<file path="src/rtl/blob_binarize_filter_if.sv">
// Pixel-in / filtered-bit-out bundle for blob_binarize_filter.
// slave: the filter (takes i_* pixels, drives o_* bits); master: the source/sink.
interface blob_binarize_filter_if;
  logic        i_start;
  logic        i_pix_valid;
  logic [11:0] i_red;
  logic [11:0] i_green;
  logic [11:0] i_blue;
  logic        o_seq;
  logic        o_data_valid;
  logic        o_busy;
  logic        o_frame_done;

  modport master (
    output i_start, i_pix_valid, i_red, i_green, i_blue,
    input  o_seq, o_data_valid, o_busy, o_frame_done
  );

  modport slave (
    input  i_start, i_pix_valid, i_red, i_green, i_blue,
    output o_seq, o_data_valid, o_busy, o_frame_done
  );
endinterface

</file>
<file path="src/rtl/blob_binarize_filter.sv">
// RGB -> 1-bit foreground, 3x3 majority denoise, one bit per pixel in raster order.
// Ports: i_clk, i_rst_n (sync, active-low), bus (pixels in, o_seq/o_data_valid/o_busy/o_frame_done out).
module blob_binarize_filter #(
  parameter int          IMG_COL = 800,
  parameter int          IMG_ROW = 600,
  parameter logic [11:0] THRESH  = 12'd2048,
  parameter bit          INVERT  = 1'b0
) (
  input  logic                   i_clk,
  input  logic                   i_rst_n,
  blob_binarize_filter_if.slave  bus
);

  typedef enum logic [1:0] {
    S_IDLE,
    S_RUN,
    S_FLUSH,
    S_DONE
  } state_t;

  localparam int          CW       = (IMG_COL > 1) ? $clog2(IMG_COL) : 1;
  localparam logic [9:0]  COL_LAST = 10'(IMG_COL - 1);
  localparam logic [9:0]  ROW_LAST = 10'(IMG_ROW - 1);
  localparam logic [18:0] TOTAL    = 19'(IMG_COL * IMG_ROW);

  state_t state;
  state_t state_nx;

  logic [9:0]         in_col;
  logic [9:0]         in_row;
  logic [18:0]        out_cnt;
  logic [IMG_COL-1:0] lb_mid;
  logic [IMG_COL-1:0] lb_top;
  logic [2:0]         win_c1;
  logic [2:0]         win_c2;

  logic seq_q;
  logic dv_q;
  logic busy_q;
  logic done_q;

  logic          clear;
  logic          accept;
  logic          flush_emit;
  logic          run_emit;
  logic          emit;
  logic          border;
  logic          seq_nx;
  logic [13:0]   lum_sum;
  logic [11:0]   lum;
  logic          bin;
  logic [CW-1:0] idx;
  logic [2:0]    col_new;

  function automatic logic majority(input logic [8:0] w);
    logic [3:0] n;
    n = '0;
    for (int i = 0; i < 9; i++) begin
      n = n + {3'b000, w[i]};
    end
    return n >= 4'd5;
  endfunction

  always_comb begin
    lum_sum = {2'b00, bus.i_red}
            + {1'b0, bus.i_green, 1'b0}
            + {2'b00, bus.i_blue};
    lum     = lum_sum[13:2];
    bin     = (lum >= THRESH) ^ INVERT;
  end

  assign idx = in_col[CW-1:0];

  // Column entering the window: rows r-2, r-1, r at column c.
  assign col_new = {lb_top[idx], lb_mid[idx], bin};

  always_ff @(posedge i_clk) begin
    if (!i_rst_n) begin
      state <= S_IDLE;
    end else begin
      state <= state_nx;
    end
  end

  always_comb begin
    state_nx   = state;
    clear      = 1'b0;
    accept     = 1'b0;
    flush_emit = 1'b0;
    unique case (state)
      S_IDLE: begin
        if (bus.i_start) begin
          state_nx = S_RUN;
          clear    = 1'b1;
        end
      end
      S_RUN: begin
        if (bus.i_pix_valid) begin
          accept = 1'b1;
          if (in_row == ROW_LAST && in_col == COL_LAST) begin
            state_nx = S_FLUSH;
          end
        end
      end
      S_FLUSH: begin
        flush_emit = 1'b1;
        if (out_cnt == TOTAL - 19'd1) begin
          state_nx = S_DONE;
        end
      end
      S_DONE: begin
        state_nx = S_IDLE;
      end
      default: begin
        state_nx = S_IDLE;
      end
    endcase
  end

  // Window centre is (in_row-1, in_col-1); it exists once IMG_COL+1
  // pixels are in. Columns 0/1 wrap or hit the left/right edge, row 1
  // puts the centre on row 0: all forced to 0.
  always_comb begin
    run_emit = accept
             && ((in_row >= 10'd2)
             || (in_row == 10'd1 && in_col != 10'd0));
    border   = (in_col < 10'd2) || (in_row < 10'd2);
    emit     = run_emit | flush_emit;
    seq_nx   = run_emit && !border
             && majority({win_c2, win_c1, col_new});
  end

  always_ff @(posedge i_clk) begin
    if (!i_rst_n || clear) begin
      in_col  <= '0;
      in_row  <= '0;
      out_cnt <= '0;
      lb_mid  <= '0;
      lb_top  <= '0;
      win_c1  <= '0;
      win_c2  <= '0;
    end else begin
      if (accept) begin
        lb_top[idx] <= lb_mid[idx];
        lb_mid[idx] <= bin;
        win_c2      <= win_c1;
        win_c1      <= col_new;
        if (in_col == COL_LAST) begin
          in_col <= '0;
          in_row <= in_row + 10'd1;
        end else begin
          in_col <= in_col + 10'd1;
        end
      end
      if (emit) begin
        out_cnt <= out_cnt + 19'd1;
      end
    end
  end

  // busy stays up through the frame_done cycle.
  always_ff @(posedge i_clk) begin
    if (!i_rst_n) begin
      seq_q  <= 1'b0;
      dv_q   <= 1'b0;
      busy_q <= 1'b0;
      done_q <= 1'b0;
    end else begin
      seq_q  <= seq_nx;
      dv_q   <= emit;
      busy_q <= (state_nx != S_IDLE) || (state == S_DONE);
      done_q <= (state == S_DONE);
    end
  end

  assign bus.o_seq        = seq_q;
  assign bus.o_data_valid = dv_q;
  assign bus.o_busy       = busy_q;
  assign bus.o_frame_done = done_q;

endmodule

</file>
<file path="src/flat_wrapper.sv">
// flat-port wrapper written by rule: the top's interface ports become plain ports
module blob_binarize_filter_flat 
#(
  parameter int          IMG_COL = 800,
  parameter int          IMG_ROW = 600,
  parameter logic [11:0] THRESH  = 12'd2048,
  parameter bit          INVERT  = 1'b0
)
  (i_clk, i_rst_n, bus_i_start, bus_i_pix_valid, bus_i_red, bus_i_green, bus_i_blue, bus_o_seq, bus_o_data_valid, bus_o_busy, bus_o_frame_done);
  blob_binarize_filter_if bus_i ();
  input  logic i_clk;
  input  logic i_rst_n;
  input wire logic [$bits(bus_i.i_start)-1:0] bus_i_start;
  input wire logic [$bits(bus_i.i_pix_valid)-1:0] bus_i_pix_valid;
  input wire logic [$bits(bus_i.i_red)-1:0] bus_i_red;
  input wire logic [$bits(bus_i.i_green)-1:0] bus_i_green;
  input wire logic [$bits(bus_i.i_blue)-1:0] bus_i_blue;
  output wire logic [$bits(bus_i.o_seq)-1:0] bus_o_seq;
  output wire logic [$bits(bus_i.o_data_valid)-1:0] bus_o_data_valid;
  output wire logic [$bits(bus_i.o_busy)-1:0] bus_o_busy;
  output wire logic [$bits(bus_i.o_frame_done)-1:0] bus_o_frame_done;
  assign bus_i.i_start = bus_i_start;
  assign bus_i.i_pix_valid = bus_i_pix_valid;
  assign bus_i.i_red = bus_i_red;
  assign bus_i.i_green = bus_i_green;
  assign bus_i.i_blue = bus_i_blue;
  assign bus_o_seq = bus_i.o_seq;
  assign bus_o_data_valid = bus_i.o_data_valid;
  assign bus_o_busy = bus_i.o_busy;
  assign bus_o_frame_done = bus_i.o_frame_done;
  blob_binarize_filter #(.IMG_COL(IMG_COL), .IMG_ROW(IMG_ROW), .THRESH(THRESH), .INVERT(INVERT)) u_core (.i_clk(i_clk), .i_rst_n(i_rst_n), .bus(bus_i));
endmodule
</file>
<file path="config.mk">
export PLATFORM = sky130hd
export DESIGN_NAME = blob_binarize_filter_flat
export DESIGN_NICKNAME = d
export VERILOG_FILES = /design/src/rtl/blob_binarize_filter_if.sv /design/src/rtl/blob_binarize_filter.sv /design/src/flat_wrapper.sv
export SDC_FILE = /design/constraint.sdc
export NUM_CORES = 2
export LEC_CHECK = 0
export CORE_UTILIZATION = 25
export CTS_CLUSTER_SIZE = 16
export DETAILED_ROUTE_END_ITERATION = 10
export HOLD_SLACK_MARGIN = 0.1
export PLACE_DENSITY = 0.35
export SKIP_LAST_GASP = 1
export SYNTH_ARGS = -nofsm -noshare
export SYNTH_HDL_FRONTEND = slang
export SYNTH_SLANG_ARGS = --single-unit
</file>
<file path="constraint.sdc">
create_clock -name i_clk -period 9.05 [get_ports i_clk]
set_input_delay 1.81 -clock i_clk [delete_from_list [all_inputs] [get_ports i_clk]]
set_output_delay 1.81 -clock i_clk [all_outputs]
set_load 0.02 [all_outputs]
</file>
==> results.toml <==
[grt]
antenna_found_initial = 13
grt_pass1_vias = 59975
grt_overflow = 0
grt_pass1_wl_mm = 464.5
track_usage_pct = 21.35
grt_max_degree = 188

[clocking]
cts_tree = "yes"
htreeDepth = 4
cts_sinks = 1651
post_cts_buffers = 0
root_buffer = "clkbuf_16"
cts.clk_slew.worst_paths_ns = 0.06
clk_path_buf_depth = 4
cts-buffers-inserted = 203
ctsResizeCount = 0
cts_hold_buf = 0
worstSkewPairLatency_ns = 0.88

[layout]
nets = 7689
drive_above_1_share_pct = 8.684
syn2layout_area_growth_pct = 14.12
layout_common_cells = "dfxtp_1 (1646), a21oi_1 (1233), nor2_1 (837)"
layout.cells.most_common = "dfxtp_1"

[route]
vias_per_cell = 5.492
wl_mm = 326.5
drtIter0Drc = 6012
ant_nets = 0
drtPass1Iterations = 8
detail_route.wl_per_cell_um = 27.99
drc = 0
vias = 64055

[power_and_ir_drop]
power_density_nw_per_um2 = 195.2
p_leak_nw = 22.14
peakVddDrop_uv = 150.5

[worst_setup_path]
critPathLaunchType = "flop"
regToRegStartpoint = "u_core.idx[3]"
crit_path_top_delay_cell = "dfxtp_1"
crit_path_cell_trace = "nand4bb_4 > buf_4 > o22ai_1 > nor4_1 > nand2_1 > a22oi_1 > o311ai_1 > a31o_1 > a2111oi_4 > nand3b_1 > ha_1 > inv_1 > fa_1 > fa_1 > fa_1 > inv_1 > ha_1 > inv_1 > fa_1 > inv_1 > o22ai_1 > a21oi_1 > nor3_1 > nor3_1"
worstSetupPathType = "reg2reg"
critPathBufInv = 5
r2r-end = "u_core.bus.o_seq"
cp_max_fo = 22
r2r_slack_ns = 1.61
r2r_cells = 24
worst_path_largest_cell_delay_ns = 0.94
endpoint_kind = "flop"
critical_path.top_delay_family = "adder cells"
crit_start = "u_core.idx[3]"
required_ns = 9.81
crit_arrival_ns = 8.21

[placement]
dp_hpwl_mm = 185.8
gp_congestion = 0.7807
io_buffers = 43

[floorplan]
die_area_um2 = 295300
fp.dieH_um = 543.4
core_um2 = 291300
fp.dieW_um = 543.4
std_cell_rows = 198
ios = 44
initial_core_util_pct = 25.16

[timing]
slew_violations = 0
worst_pin_slew_ns = 1.319
tns_ns = 0
fmax_mhz = 134.3
rsz0062_at_grt = "no"
fin_crit_ns = 7.444
hold_violations = 0
hold_ws_ns = 0.4607
finalCritPeriodShare_pct = 82.26
fin_skew_ns = 0.07506
slew-limit-headroom_pct = 11.87
setup_viol = 0

[run_status]
status = "finished clean"

[synthesis]
ys_ff_latch = 1651
netlist_area_um2 = 73290
synthesis.nets = 8221
synth_area_per_cell_um2 = 9.004
synth.distinct_cells = 67
synth_seq_area_share_pct = 45.10
synth_edf_count = 0
synth_cells = 8140
yosysWarnings = 0
synthFlopType = "dfxtp_1"
async_flop_share_pct = 0

[run]
cap_viol_max_count = 0

[min_path]
min_to = "u_core.win_c2[1]"
hp-start = "u_core.win_c2[1]"
hold_depth = 2
hp-class = "reg2reg"
==> cell usage after synthesis, types with 7 or more instances <==
cell type / n / area share (%)
buf_2: 129 / 0.88
a311oi_1: 829 / 9.9
clkbuf_1: 765 / 3.9
nor2_1: 885 / 4.5
fa_1: 17 / 0.46
buf_1: 22 / 0.11
nand4_1: 15 / 0.13
mux4_2: 35 / 1.1
buf_6: 24 / 0.37
xor2_1: 20 / 0.24
and3_1: 9 / 0.077
nor2b_1: 7 / 0.060
nor3_1: 33 / 0.23
nand3_1: 97 / 0.66
xnor2_1: 10 / 0.12
a21oi_1: 1233 / 8.4
o22ai_1: 327 / 2.8
and2_1: 11 / 0.094
inv_1: 24 / 0.12
or4_1: 8 / 0.082
a22oi_1: 7 / 0.072
a211oi_1: 396 / 4.1
ha_1: 24 / 0.41
mux2i_1: 729 / 10
o21ai_0: 420 / 2.9
dfxtp_1: 1651 / 45
buf_4: 56 / 0.57
nor4_1: 80 / 0.68
nand2_1: 188 / 0.96
==> worst register-to-register path, delay by kind of cell (launching register included) <==
family	cells	cell delay, ns
adder cells (fa/ha/maj)	6	2.43
AND/OR/NAND/NOR	6	1.70
buffers and inverters	5	0.53
AO/OA/AOI/OAI	7	1.75
flip-flops	1	0.94
==> stage by stage <==
step | cells | setup WS (ns) | util (%) | power (mW) | area, µm²
final | 11664 | 1.606 | 28.71 | 16.32 | 83640
after global routing | 11662 | 1.376 | 28.71 | 16.85 | 83630
after CTS | 11661 | 1.590 | 28.71 | 16.53 | 83630
after detailed placement | 11303 | 1.616 | 26.39 | 8.109 | 76900
after global placement | 11303 | 1.490 | 26.39 | 8.114 | 76900
after floorplan | 8140 | 1.910 | - | 7.856 | 73290
==> state kept, by name (all words and copies together) (netlist names) <==
name and count:
u_core.lb_mid 800, u_core.lb_top 800, u_core.out_cnt 19, u_core.idx 10, u_core.in_row 10, u_core.win_c1 3, u_core.win_c2 3, u_core.state 2
u_core.bus.o_busy 1, u_core.bus.o_data_valid 1, u_core.bus.o_frame_done 1, u_core.bus.o_seq 1
==> per-layer routing <==
metal / up-vias / wire length, µm / GRT usage, %
li1: 29867 / - / -
met1: 31793 / 151100 / 29.75
met2: 1956 / 148800 / 33.95
met3: 437 / 16140 / 2.758
met4: 2 / 10430 / 6.689
met5: - / 12 / 0
==> kinds of logic (layout without fill, tap and decap cells) <==
kind of cell	after synthesis	count (layout)	synth area share, %
other	0	3	0
multiplexers	767	767	11.08
flip-flops	1651	1651	45.10
AND/OR/NAND/NOR	1377	1377	7.993
adder cells (fa/ha/maj)	41	41	0.8741
XOR/XNOR	30	30	0.3585
AO/OA/AOI/OAI	3254	3254	28.62
buffers and inverters	1020	641	5.977
==> cell type report <==
type                    instances  area [µm²]
fillers                     30708      207700
repair buffers                259        2440
inverters                      24       90.09
well taps                    3900        4880
multi-input cells            5469       36420
flip-flops and latches       1651       33060
clock buffers                 320        6262
diodes                          3       7.507
clock inverters                38       471.7
==> worst max path at each step <==
stage / endpoint / slack, ns / cells past startpoint
floorplan: u_core.bus.o_seq / 1.91 / 27
finish: u_core.bus.o_seq / 1.61 / 24
CTS: u_core.bus.o_seq / 1.59 / 22
global route: u_core.bus.o_seq / 1.38 / 25
detailed placement: u_core.bus.o_seq / 1.62 / 24
global placement: u_core.bus.o_seq / 1.49 / 24
==> power by group <==
group | internal [mW] | leakage [nW] | switching [mW]
Sequential | 7.27 | 13.3 | 0.00661
Combinational | 0.117 | 5.52 | 0.560
Clock | 4.94 | 3.32 | 3.43
Total | 12.3 | 22.1 | 3.99
Power figures use the tool's default switching activity.
